<file path="src/rtl/matrix_reader_pkg.sv">
// Shared definitions for the operand-buffer read sequencer.
package matrix_reader_pkg;

  localparam int unsigned MR_N = 8;
  localparam int unsigned MR_M = 4;

  typedef enum logic [1:0] {
    ST_IDLE  = 2'd0,
    ST_RUN   = 2'd1,
    ST_DRAIN = 2'd2
  } mr_state_e;

endpackage

</file>
<file path="src/rtl/mr_addr_gen.sv">
// Row/column counters and read-address register for the matrix walk.
// is_last is registered and flags that the current address is the final element.
module mr_addr_gen
  import matrix_reader_pkg::*;
#(
  parameter int unsigned M = MR_M
) (
  input  logic         clk,
  input  logic         rst,
  input  logic         load,
  input  logic         step,
  input  logic         transpose,
  input  logic [M-1:0] base,
  input  logic [M-1:0] rows,
  input  logic [M-1:0] cols,
  output logic [M-1:0] adr,
  output logic         is_last
);

  logic [M-1:0] base_q, rows_q, cols_q, r_q, c_q;
  logic [M-1:0] base_d, rows_d, cols_d, r_d, c_d, adr_d;
  logic         tr_q, tr_d;
  logic         last_d;

  // Next counter/address values; all arithmetic wraps at M bits.
  always_comb begin
    base_d = base_q;
    rows_d = rows_q;
    cols_d = cols_q;
    tr_d   = tr_q;
    r_d    = r_q;
    c_d    = c_q;
    adr_d  = adr;
    if (load) begin
      base_d = base;
      rows_d = rows;
      cols_d = cols;
      tr_d   = transpose;
      r_d    = '0;
      c_d    = '0;
      adr_d  = base;
    end else if (step) begin
      if (!tr_q) begin
        adr_d = adr + M'(1);
        if (c_q == cols_q - M'(1)) begin
          c_d = '0;
          r_d = r_q + M'(1);
        end else begin
          c_d = c_q + M'(1);
        end
      end else begin
        if (r_q == rows_q - M'(1)) begin
          r_d   = '0;
          c_d   = c_q + M'(1);
          adr_d = base_q + c_q + M'(1);
        end else begin
          r_d   = r_q + M'(1);
          adr_d = adr + cols_q;
        end
      end
    end
    // Final element is (R-1, C-1) in either traversal order.
    last_d = (r_d == rows_d - M'(1)) && (c_d == cols_d - M'(1));
  end

  always_ff @(posedge clk or negedge rst) begin
    if (!rst) begin
      base_q  <= '0;
      rows_q  <= '0;
      cols_q  <= '0;
      tr_q    <= 1'b0;
      r_q     <= '0;
      c_q     <= '0;
      adr     <= '0;
      is_last <= 1'b0;
    end else begin
      base_q  <= base_d;
      rows_q  <= rows_d;
      cols_q  <= cols_d;
      tr_q    <= tr_d;
      r_q     <= r_d;
      c_q     <= c_d;
      adr     <= adr_d;
      is_last <= last_d;
    end
  end

endmodule

</file>
<file path="src/rtl/matrix_reader.sv">
// Read-side sequencer: walks an RxC matrix in memory and streams one element
// per cycle over valid/ready, optionally in column-major (transposed) order.
module matrix_reader
  import matrix_reader_pkg::*;
#(
  parameter int unsigned N = MR_N,
  parameter int unsigned M = MR_M
) (
  input  logic         clk,
  input  logic         rst,
  input  logic         start,
  input  logic [M-1:0] base,
  input  logic [M-1:0] rows,
  input  logic [M-1:0] cols,
  input  logic         transpose,
  output logic         mem_rd,
  output logic [M-1:0] mem_adr,
  input  logic [N-1:0] mem_data,
  output logic         out_valid,
  input  logic         out_ready,
  output logic [N-1:0] out_data,
  output logic         out_last,
  output logic         busy,
  output logic         done
);

  mr_state_e    state_q, state_d;
  logic         load, step, is_last;
  logic         accept, capture;
  logic [N-1:0] out_data_d;
  logic         out_valid_d, out_last_d, done_d, busy_d, mem_rd_d;

  mr_addr_gen #(.M(M)) u_addr_gen (
    .clk       (clk),
    .rst       (rst),
    .load      (load),
    .step      (step),
    .transpose (transpose),
    .base      (base),
    .rows      (rows),
    .cols      (cols),
    .adr       (mem_adr),
    .is_last   (is_last)
  );

  always_ff @(posedge clk or negedge rst) begin
    if (!rst) state_q <= ST_IDLE;
    else      state_q <= state_d;
  end

  // Next state and next output-register values.
  always_comb begin
    state_d     = state_q;
    out_data_d  = out_data;
    out_valid_d = out_valid;
    out_last_d  = out_last;
    done_d      = 1'b0;
    load        = 1'b0;
    step        = 1'b0;
    accept      = out_valid && out_ready;
    capture     = (state_q == ST_RUN) && (!out_valid || out_ready);
    case (state_q)
      ST_IDLE: begin
        if (start) begin
          if ((rows != '0) && (cols != '0)) begin
            load    = 1'b1;
            state_d = ST_RUN;
          end else begin
            done_d = 1'b1;
          end
        end
      end
      ST_RUN: begin
        if (capture) begin
          out_data_d  = mem_data;
          out_valid_d = 1'b1;
          out_last_d  = is_last;
          // The address stays on the final element once it has been read.
          step        = !is_last;
          if (is_last) state_d = ST_DRAIN;
        end
      end
      ST_DRAIN: begin
        if (accept) begin
          out_valid_d = 1'b0;
          out_last_d  = 1'b0;
          done_d      = 1'b1;
          state_d     = ST_IDLE;
        end
      end
      default: state_d = ST_IDLE;
    endcase
    busy_d   = (state_d != ST_IDLE);
    mem_rd_d = (state_d == ST_RUN);
  end

  always_ff @(posedge clk or negedge rst) begin
    if (!rst) begin
      out_data  <= '0;
      out_valid <= 1'b0;
      out_last  <= 1'b0;
      done      <= 1'b0;
      busy      <= 1'b0;
      mem_rd    <= 1'b0;
    end else begin
      out_data  <= out_data_d;
      out_valid <= out_valid_d;
      out_last  <= out_last_d;
      done      <= done_d;
      busy      <= busy_d;
      mem_rd    <= mem_rd_d;
    end
  end

endmodule

</file>
<file path="config.mk">
export PLATFORM = sky130hd
export DESIGN_NAME = matrix_reader
export DESIGN_NICKNAME = d
export VERILOG_FILES = /design/src/rtl/matrix_reader_pkg.sv /design/src/rtl/mr_addr_gen.sv /design/src/rtl/matrix_reader.sv
export SDC_FILE = /design/constraint.sdc
export NUM_CORES = 1
export LEC_CHECK = 0
export CORE_ASPECT_RATIO = 1.75
export CORE_UTILIZATION = 45
export CTS_CLUSTER_DIAMETER = 50
export DETAILED_ROUTE_END_ITERATION = 8
export PLACE_DENSITY = 0.69
export RECOVER_POWER = 50
export SKIP_LAST_GASP = 1
export SLEW_MARGIN = 20
export SYNTH_ARGS = -nofsm -noshare
export SYNTH_HDL_FRONTEND = slang
export SYNTH_HIERARCHICAL = 1
export SYNTH_SLANG_ARGS = --single-unit
</file>
<file path="constraint.sdc">
create_clock -name clk -period 3.3 [get_ports clk]
set_input_delay 0.495 -clock clk [delete_from_list [all_inputs] [get_ports clk]]
set_output_delay 0.495 -clock clk [all_outputs]
set_load 0.02 [all_outputs]
</file>
==> results of run 1 <==
-- flip-flops by register name, indices dropped and copies added, names as in the netlist --
signal,cells
busy,1
done,1
mem_rd,1
out_data,8
out_last,1
out_valid,1
state_q,2
u_addr_gen/adr,4
u_addr_gen/base_q,4
u_addr_gen/c_q,4
u_addr_gen/cols_q,4
u_addr_gen/is_last,1
u_addr_gen/r_q,4
u_addr_gen/rows_q,4
u_addr_gen/tr_q,1
-- worst paths after layout --
| kind | depth (start not counted) | slack (ns) | to |
|---|---|---|---|
| max | 13 | 0.26 | u_addr_gen/is_last |
| min | 1 | 0.49 | out_data[4] |
| max reg2reg | 12 | 0.43 | u_addr_gen/is_last |
| min reg2reg | 1 | 0.49 | out_data[4] |
| max in group asynchronous | 1 | 1.22 | u_addr_gen/adr[1] |
| min in group asynchronous | 1 | 0.84 | out_data[5] |
-- repair_timing --
item | in CTS | in global routing
hold buffers | 0 | 0
setup endpoints to repair | 1 | 1
pin swaps | 0 | 2
gates resized for setup | 1 | 5
setup buffers | 0 | 1
-- per-layer routing --
layer,wire length [µm],up-vias
li1,-,1192
met2,4020,76
met5,0,-
met3,240,29
met1,2710,1210
met4,351,0
-- power by group through the flow --
stage               registers [mW]  logic (mW)  clock network, mW
floorplan                    0.960        1.78                  0
CTS                          0.959        2.63              0.341
detailed placement           0.966        2.62                  0
global placement             0.958        2.59                  0
finish                       0.963        2.64              0.329
global route                 0.995        2.88              0.361
-- critical path, delay by kind of cell --
family | cells | cell delay [ns]
simple gates | 6 | 1.20
buf+inv | 4 | 1.07
xor+xnor | 1 | 0.28
compound gates | 2 | 0.20
-- cell families (layout without fill, tap and decap cells) --
logic type,Yosys count,count (layout),share of synthesized area
AND/OR/NAND/NOR,86,86,0.174
AO/OA/AOI/OAI,71,71,0.180
flip-flops,41,41,0.351
multiplexers,19,19,0.0796
XOR/XNOR,26,26,0.0929
buffers and inverters,39,105,0.0531
adder cells (fa/ha/maj),15,15,0.0693
-- stage by stage --
step	std cells	setup WS [ns]
after floorplan	297	0.0274
after global placement	434	-0.382
after detailed placement	434	-0.356
after CTS	442	0.0631
after global routing	443	-0.0158
final	443	0.264
-- placed cells by master, fill, tap and decap left out, types with 3 or more instances in the layout --
| cell | synthesis | final |
|---|---|---|
| dfrtp_1 | 41 | 41 |
| clkdlybuf4s50_1 | 0 | 39 |
| inv_1 | 29 | 29 |
| buf_4 | 0 | 26 |
| nand2_1 | 20 | 20 |
| a21oi_1 | 18 | 18 |
| nor2_1 | 15 | 15 |
| xnor2_1 | 14 | 14 |
| ha_1 | 13 | 13 |
| o21ai_0 | 11 | 11 |
| nor3_1 | 10 | 10 |
| mux2i_1 | 9 | 8 |
| xor2_1 | 8 | 8 |
| mux2_4 | 8 | 5 |
| clkbuf_8 | 0 | 5 |
| o31ai_1 | 5 | 5 |
| nor2b_1 | 3 | 4 |
| a21o_1 | 4 | 4 |
| nand3_1 | 4 | 4 |
| o22ai_1 | 4 | 4 |
| nor4_2 | 4 | 3 |
| and3_1 | 3 | 3 |
| mux2_1 | 0 | 3 |
| nand4_1 | 3 | 3 |
| a211oi_1 | 3 | 3 |
-- layout make-up --
| type | count | area, µm² |
|---|---|---|
| fillers | 571 | 2550 |
| repair buffers | 68 | 603 |
| flip-flops and latches | 41 | 1030 |
| clock buffers | 5 | 68.8 |
| clock inverters | 3 | 17.5 |
| multi-input cells | 217 | 1760 |
| well taps | 80 | 100 |
| inverters | 29 | 109 |
==> results.sh, run 1 <==
export IMPL_grtUsageMet2=0.433
export IMPL_via_per_inst=5.66
export IMPL_ys_seq_area_frac=0.351
export IMPL_first_pass_iters=4
export IMPL_hp_class="flop to flop"
export IMPL_crit_path_frequent_cell="buf_4"
export IMPL_antenna_left=0
export IMPL_worstHoldStart="out_data[4]"
export IMPL_crit_path_end_kind="flop"
export IMPL_run_status="finished with violations"
export IMPL_postSynthCellCount=297
export IMPL_period_share=0.920
export IMPL_p_switching_mw=1.85
export IMPL_nNetsFinal=402
export IMPL_hold_viol=0
export IMPL_die_area_um2=6840
export IMPL_dp_hpwl_mm=5.61
export IMPL_num_rows=38
export IMPL_yosys_area_top_type="dfrtp_1"
export IMPL_setup_worst_path_start="rows[0]"
export IMPL_place_gp_congestion=0.964
export IMPL_path_class="input port to flop"
export IMPL_critical_path_max_fanout=8
export IMPL_first_iter_violations=71
export IMPL_synth_largest_type_area_fraction=0.351
export IMPL_relSlewSlack=-0.458
export IMPL_cap_violations=1
export IMPL_synth_cell_type_count=69
export IMPL_pwr_share_seq=0.245
export IMPL_drive_gt1_frac=0.176
export IMPL_p_int_mw=2.08
export IMPL_cts_sinks=41
export IMPL_start_util=0.469
export IMPL_tightest_slew_ns=2.19
export IMPL_swShare=0.470
export IMPL_grt_max_degree=42
export IMPL_cts_buffers=5
export IMPL_grtUsageMet3=0.0387
export IMPL_pin_count=42
export IMPL_grt_busiest_layer="met2"
export IMPL_drc_errors=0
export IMPL_synth_area_leaders="dfrtp_1 35%, ha_1 5.6%, xnor2_1 4.2%"
export IMPL_gr_total_overflow=0
export IMPL_grt_pass1_wl_mm=12.1
export IMPL_dpl_cell_area_um2=3590
export IMPL_leakage_nw=1.58
export IMPL_p_comb_frac=0.672
export IMPL_coreArea_um2=6230
export IMPL_skew_ns=0.0112
export IMPL_path_cells="clkdlybuf4s50_1 > nor4_2 > nor4_4 > buf_4 > nor4b_2 > a21oi_1 > xnor2_1 > a2111oi_2 > buf_4 > nor3_1 > buf_4 > nand4_1 > nor4_2"
export IMPL_arrival_ns=3.25
export IMPL_antenna_found_initial=0
export IMPL_clockBufferDepth=2
export IMPL_ys_warnings_count=6
export IMPL_cpMaxStageDelayCell="clkdlybuf4s50_1"
export IMPL_r2r_start="state_q[1]"
export IMPL_track_usage=0.231
export IMPL_root_buffer="clkbuf_8"
export IMPL_finalHoldWorstSlack_ns=0.489
export IMPL_cp_slowest_stage_delay_ns=0.52
export IMPL_powerDensity_nw_per_um2=1070
export IMPL_ys_seq_elements=41
export IMPL_max_freq_ghz=0.329
export IMPL_synth_edf_count=0
export IMPL_port_buffers=41
export IMPL_final_util=0.591
export IMPL_synthArstFlopShare=1.00
export IMPL_fin_setup_tns_ns=0
export IMPL_syn_cell_area_um2=2920
export IMPL_antennaDiodeCount=0
export IMPL_path_clk_slew_ns=0.09
export IMPL_power_mw=3.93
export IMPL_syn_area_per_cell_um2=9.85
export IMPL_synth_main_ff_cell="dfrtp_1"
export IMPL_start_kind="input port"
export IMPL_areaGrowthSynthToFinish_pct=25.8
export IMPL_ir_worst_vdd_uv=457
export IMPL_worstPathRequired_ns=3.51
export IMPL_setup_viol=0
export IMPL_htreeDepth=2
export IMPL_clkPwrFrac=0.084
export IMPL_vias=2507
export IMPL_fp_dieW_um=62.9
export IMPL_die_h_um=109
export IMPL_insertion_delay_ns=0.30
export IMPL_violations="max-capacitance violations, max-slew violations"
export IMPL_yosys_top_cells_count="41 x dfrtp_1, 29 x inv_1, 20 x nand2_1, 18 x a21oi_1, 15 x nor2_1"
export IMPL_layout_min_cycle_time_ns=3.04
export IMPL_synth_nets=337
export IMPL_final_area_um2=3680
export IMPL_grt_pass1_vias=2533
export IMPL_slew_viol_final=42
export IMPL_grt_use_met1=0.226
export IMPL_wl_per_cell_um=16.5
export IMPL_cts_tree="done"
export IMPL_wl_mm=7.33
export IMPL_synth_most_common_cell="dfrtp_1"
Note: power is estimated with default switching activity, not from simulation.
==> run 2: changes to the inputs <==
--- a/config.mk
+++ b/config.mk
@@ -10,7 +10,7 @@
 export CTS_CLUSTER_DIAMETER = 50
 export DETAILED_ROUTE_END_ITERATION = 8
 export PLACE_DENSITY = 0.69
-export RECOVER_POWER = 50
+export SKIP_CTS_REPAIR_TIMING = 1
 export SKIP_LAST_GASP = 1
 export SLEW_MARGIN = 20
 export SYNTH_ARGS = -nofsm -noshare
==> run 2 against run 1 <==
The run now ends clean. Final cell count unchanged. Combinational power about the same. Core utilization up 0.34 points. Clock-buffer cell count unchanged. Sequential power about the same. Register-to-register slack better by 0.03 ns. Maximum frequency up 0.48%. Clock skew down 0.0015 ns. Via count about the same. Largest cell class unchanged. Highest routed layer unchanged.
==> results.sh, run 2 (synthesis results as in run 1) <==
export IMPL_run_status="complete, no violations"
export IMPL_drc_errors=0
export IMPL_dp_hpwl_mm=5.61
export IMPL_layout_min_cycle_time_ns=3.02
export IMPL_antenna_found_initial=0
export IMPL_wl_met2_mm=4.02
export IMPL_start_kind="input port"
export IMPL_powerDensity_nw_per_um2=1070
export IMPL_crit_path_end_kind="flop"
export IMPL_root_buffer="clkbuf_8"
export IMPL_cts_buffers=5
export IMPL_top_layer="met4"
export IMPL_m1WireLength_mm=2.76
export IMPL_leakage_nw=1.61
export IMPL_drive_gt1_frac=0.196
export IMPL_wl_per_cell_um=16.6
export IMPL_setup_worst_path_start="rows[0]"
export IMPL_setup_viol=0
export IMPL_worstPathRequired_ns=3.51
export IMPL_first_pass_iters=4
export IMPL_r2r_start="state_q[1]"
export IMPL_grt_pass1_vias=2519
export IMPL_crit_family="simple AND/OR/NAND/NOR gates"
export IMPL_final_common_cell="dfrtp_1"
export IMPL_pin_count=42
export IMPL_period_share=0.916
export IMPL_slew_viol_final=0
export IMPL_vias=2508
export IMPL_nNetsFinal=402
export IMPL_via_per_inst=5.66
export IMPL_cp_slowest_stage_delay_ns=0.52
export IMPL_regMostFlops="out_data"
export IMPL_insertion_delay_ns=0.30
export IMPL_antenna_left=0
export IMPL_port_buffers=41
export IMPL_worstPathBufferInverterCount=4
export IMPL_final_cell_mix="41 x dfrtp_1, 40 x clkdlybuf4s50_1, 29 x inv_1, 27 x buf_4, 20 x nand2_1"
export IMPL_cts_tree="done"
export IMPL_num_rows=38
export IMPL_path_cells="clkdlybuf4s50_1 > nor4_2 > nor4_4 > buf_4 > nor4b_2 > a21oi_1 > xnor2_1 > a2111oi_2 > buf_4 > nor3_1 > buf_4 > nand4_1 > nor4_2"
export IMPL_fin_setup_tns_ns=0
export IMPL_antennaDiodeCount=0
export IMPL_track_usage=0.230
export IMPL_htreeDepth=2
export IMPL_max_freq_ghz=0.331
export IMPL_crit_path_frequent_cell="buf_4"
export IMPL_dpl_cell_area_um2=3590
export IMPL_coreArea_um2=6230
export IMPL_die_area_um2=6840
export IMPL_arrival_ns=3.23
export IMPL_tightest_slew_ns=0.914
export IMPL_first_iter_violations=73
export IMPL_cts_sinks=41
export IMPL_dr_wl_met3_um=244
export IMPL_die_h_um=109
export IMPL_path_clk_slew_ns=0.09
export IMPL_relSlewSlack=0.391
export IMPL_critical_path_max_fanout=8
export IMPL_areaGrowthSynthToFinish_pct=26.6
export IMPL_skew_ns=0.00971
export IMPL_place_gp_congestion=0.964
export IMPL_cap_violations=0
export IMPL_ir_worst_vdd_uv=456
export IMPL_path_class="input port to flop"
export IMPL_grt_pass1_wl_mm=12.0
export IMPL_start_util=0.469
export IMPL_fp_dieW_um=62.9
export IMPL_final_area_um2=3700
export IMPL_cpMaxStageDelayCell="clkdlybuf4s50_1"
export IMPL_hp_class="input port to async pin"
export IMPL_clockBufferDepth=2
export IMPL_largest_reg_flops=8
export IMPL_hold_viol=0
export IMPL_wl_mm=7.34
export IMPL_gr_total_overflow=0
export IMPL_grt_max_degree=42
## run 2: worst paths after layout
check / end / slack, ns / depth (start not counted)
worst max-delay path: u_addr_gen/is_last / 0.28 / 13
worst min-delay path: out_data[5] / 0.33 / 1
worst max register to register: u_addr_gen/is_last / 0.46 / 12
worst min register to register: out_data[7] / 0.51 / 1
max in group asynchronous: u_addr_gen/adr[1] / 2.41 / 1
min in group clk: out_data[7] / 0.51 / 1
## run 2: where the power goes
| group | internal, mW | switching (mW) |
|---|---|---|
| combinational | 1.26 | 1.40 |
| clock | 0.146 | 0.182 |
| sequential | 0.696 | 0.267 |
## run 2: final cells by class
type                       count  area, µm²
clock inverter                 3       17.5
multi-input combinational    217       1770
fill                         569       2530
timing repair buffer          68        608
sequential                    41       1030
inverter                      29        109
clock buffer                   5       68.8
tap                           80        100
## run 2: stage by stage
| step | util | power (mW) | worst slack [ns] | hold slack, ns | std cells |
|---|---|---|---|---|---|
| detailed placement | 0.576 | 3.58 | -0.356 | 0.493 | 434 |
| floorplan | - | 2.74 | 0.0274 | 0.199 | 297 |
| CTS | 0.590 | 3.93 | -0.0524 | 0.356 | 442 |
| global placement | 0.576 | 3.54 | -0.382 | 0.489 | 434 |
| finish | 0.594 | 3.96 | 0.278 | 0.331 | 443 |
| global route | 0.594 | 4.26 | -0.0158 | 0.397 | 443 |
## run 2: routing by layer
metal	global-route usage	vias to the layer above
li1	-	1189
met1	0.226	1217
met2	0.436	77
met3	0.0377	25
met4	0.148	0
met5	0	-
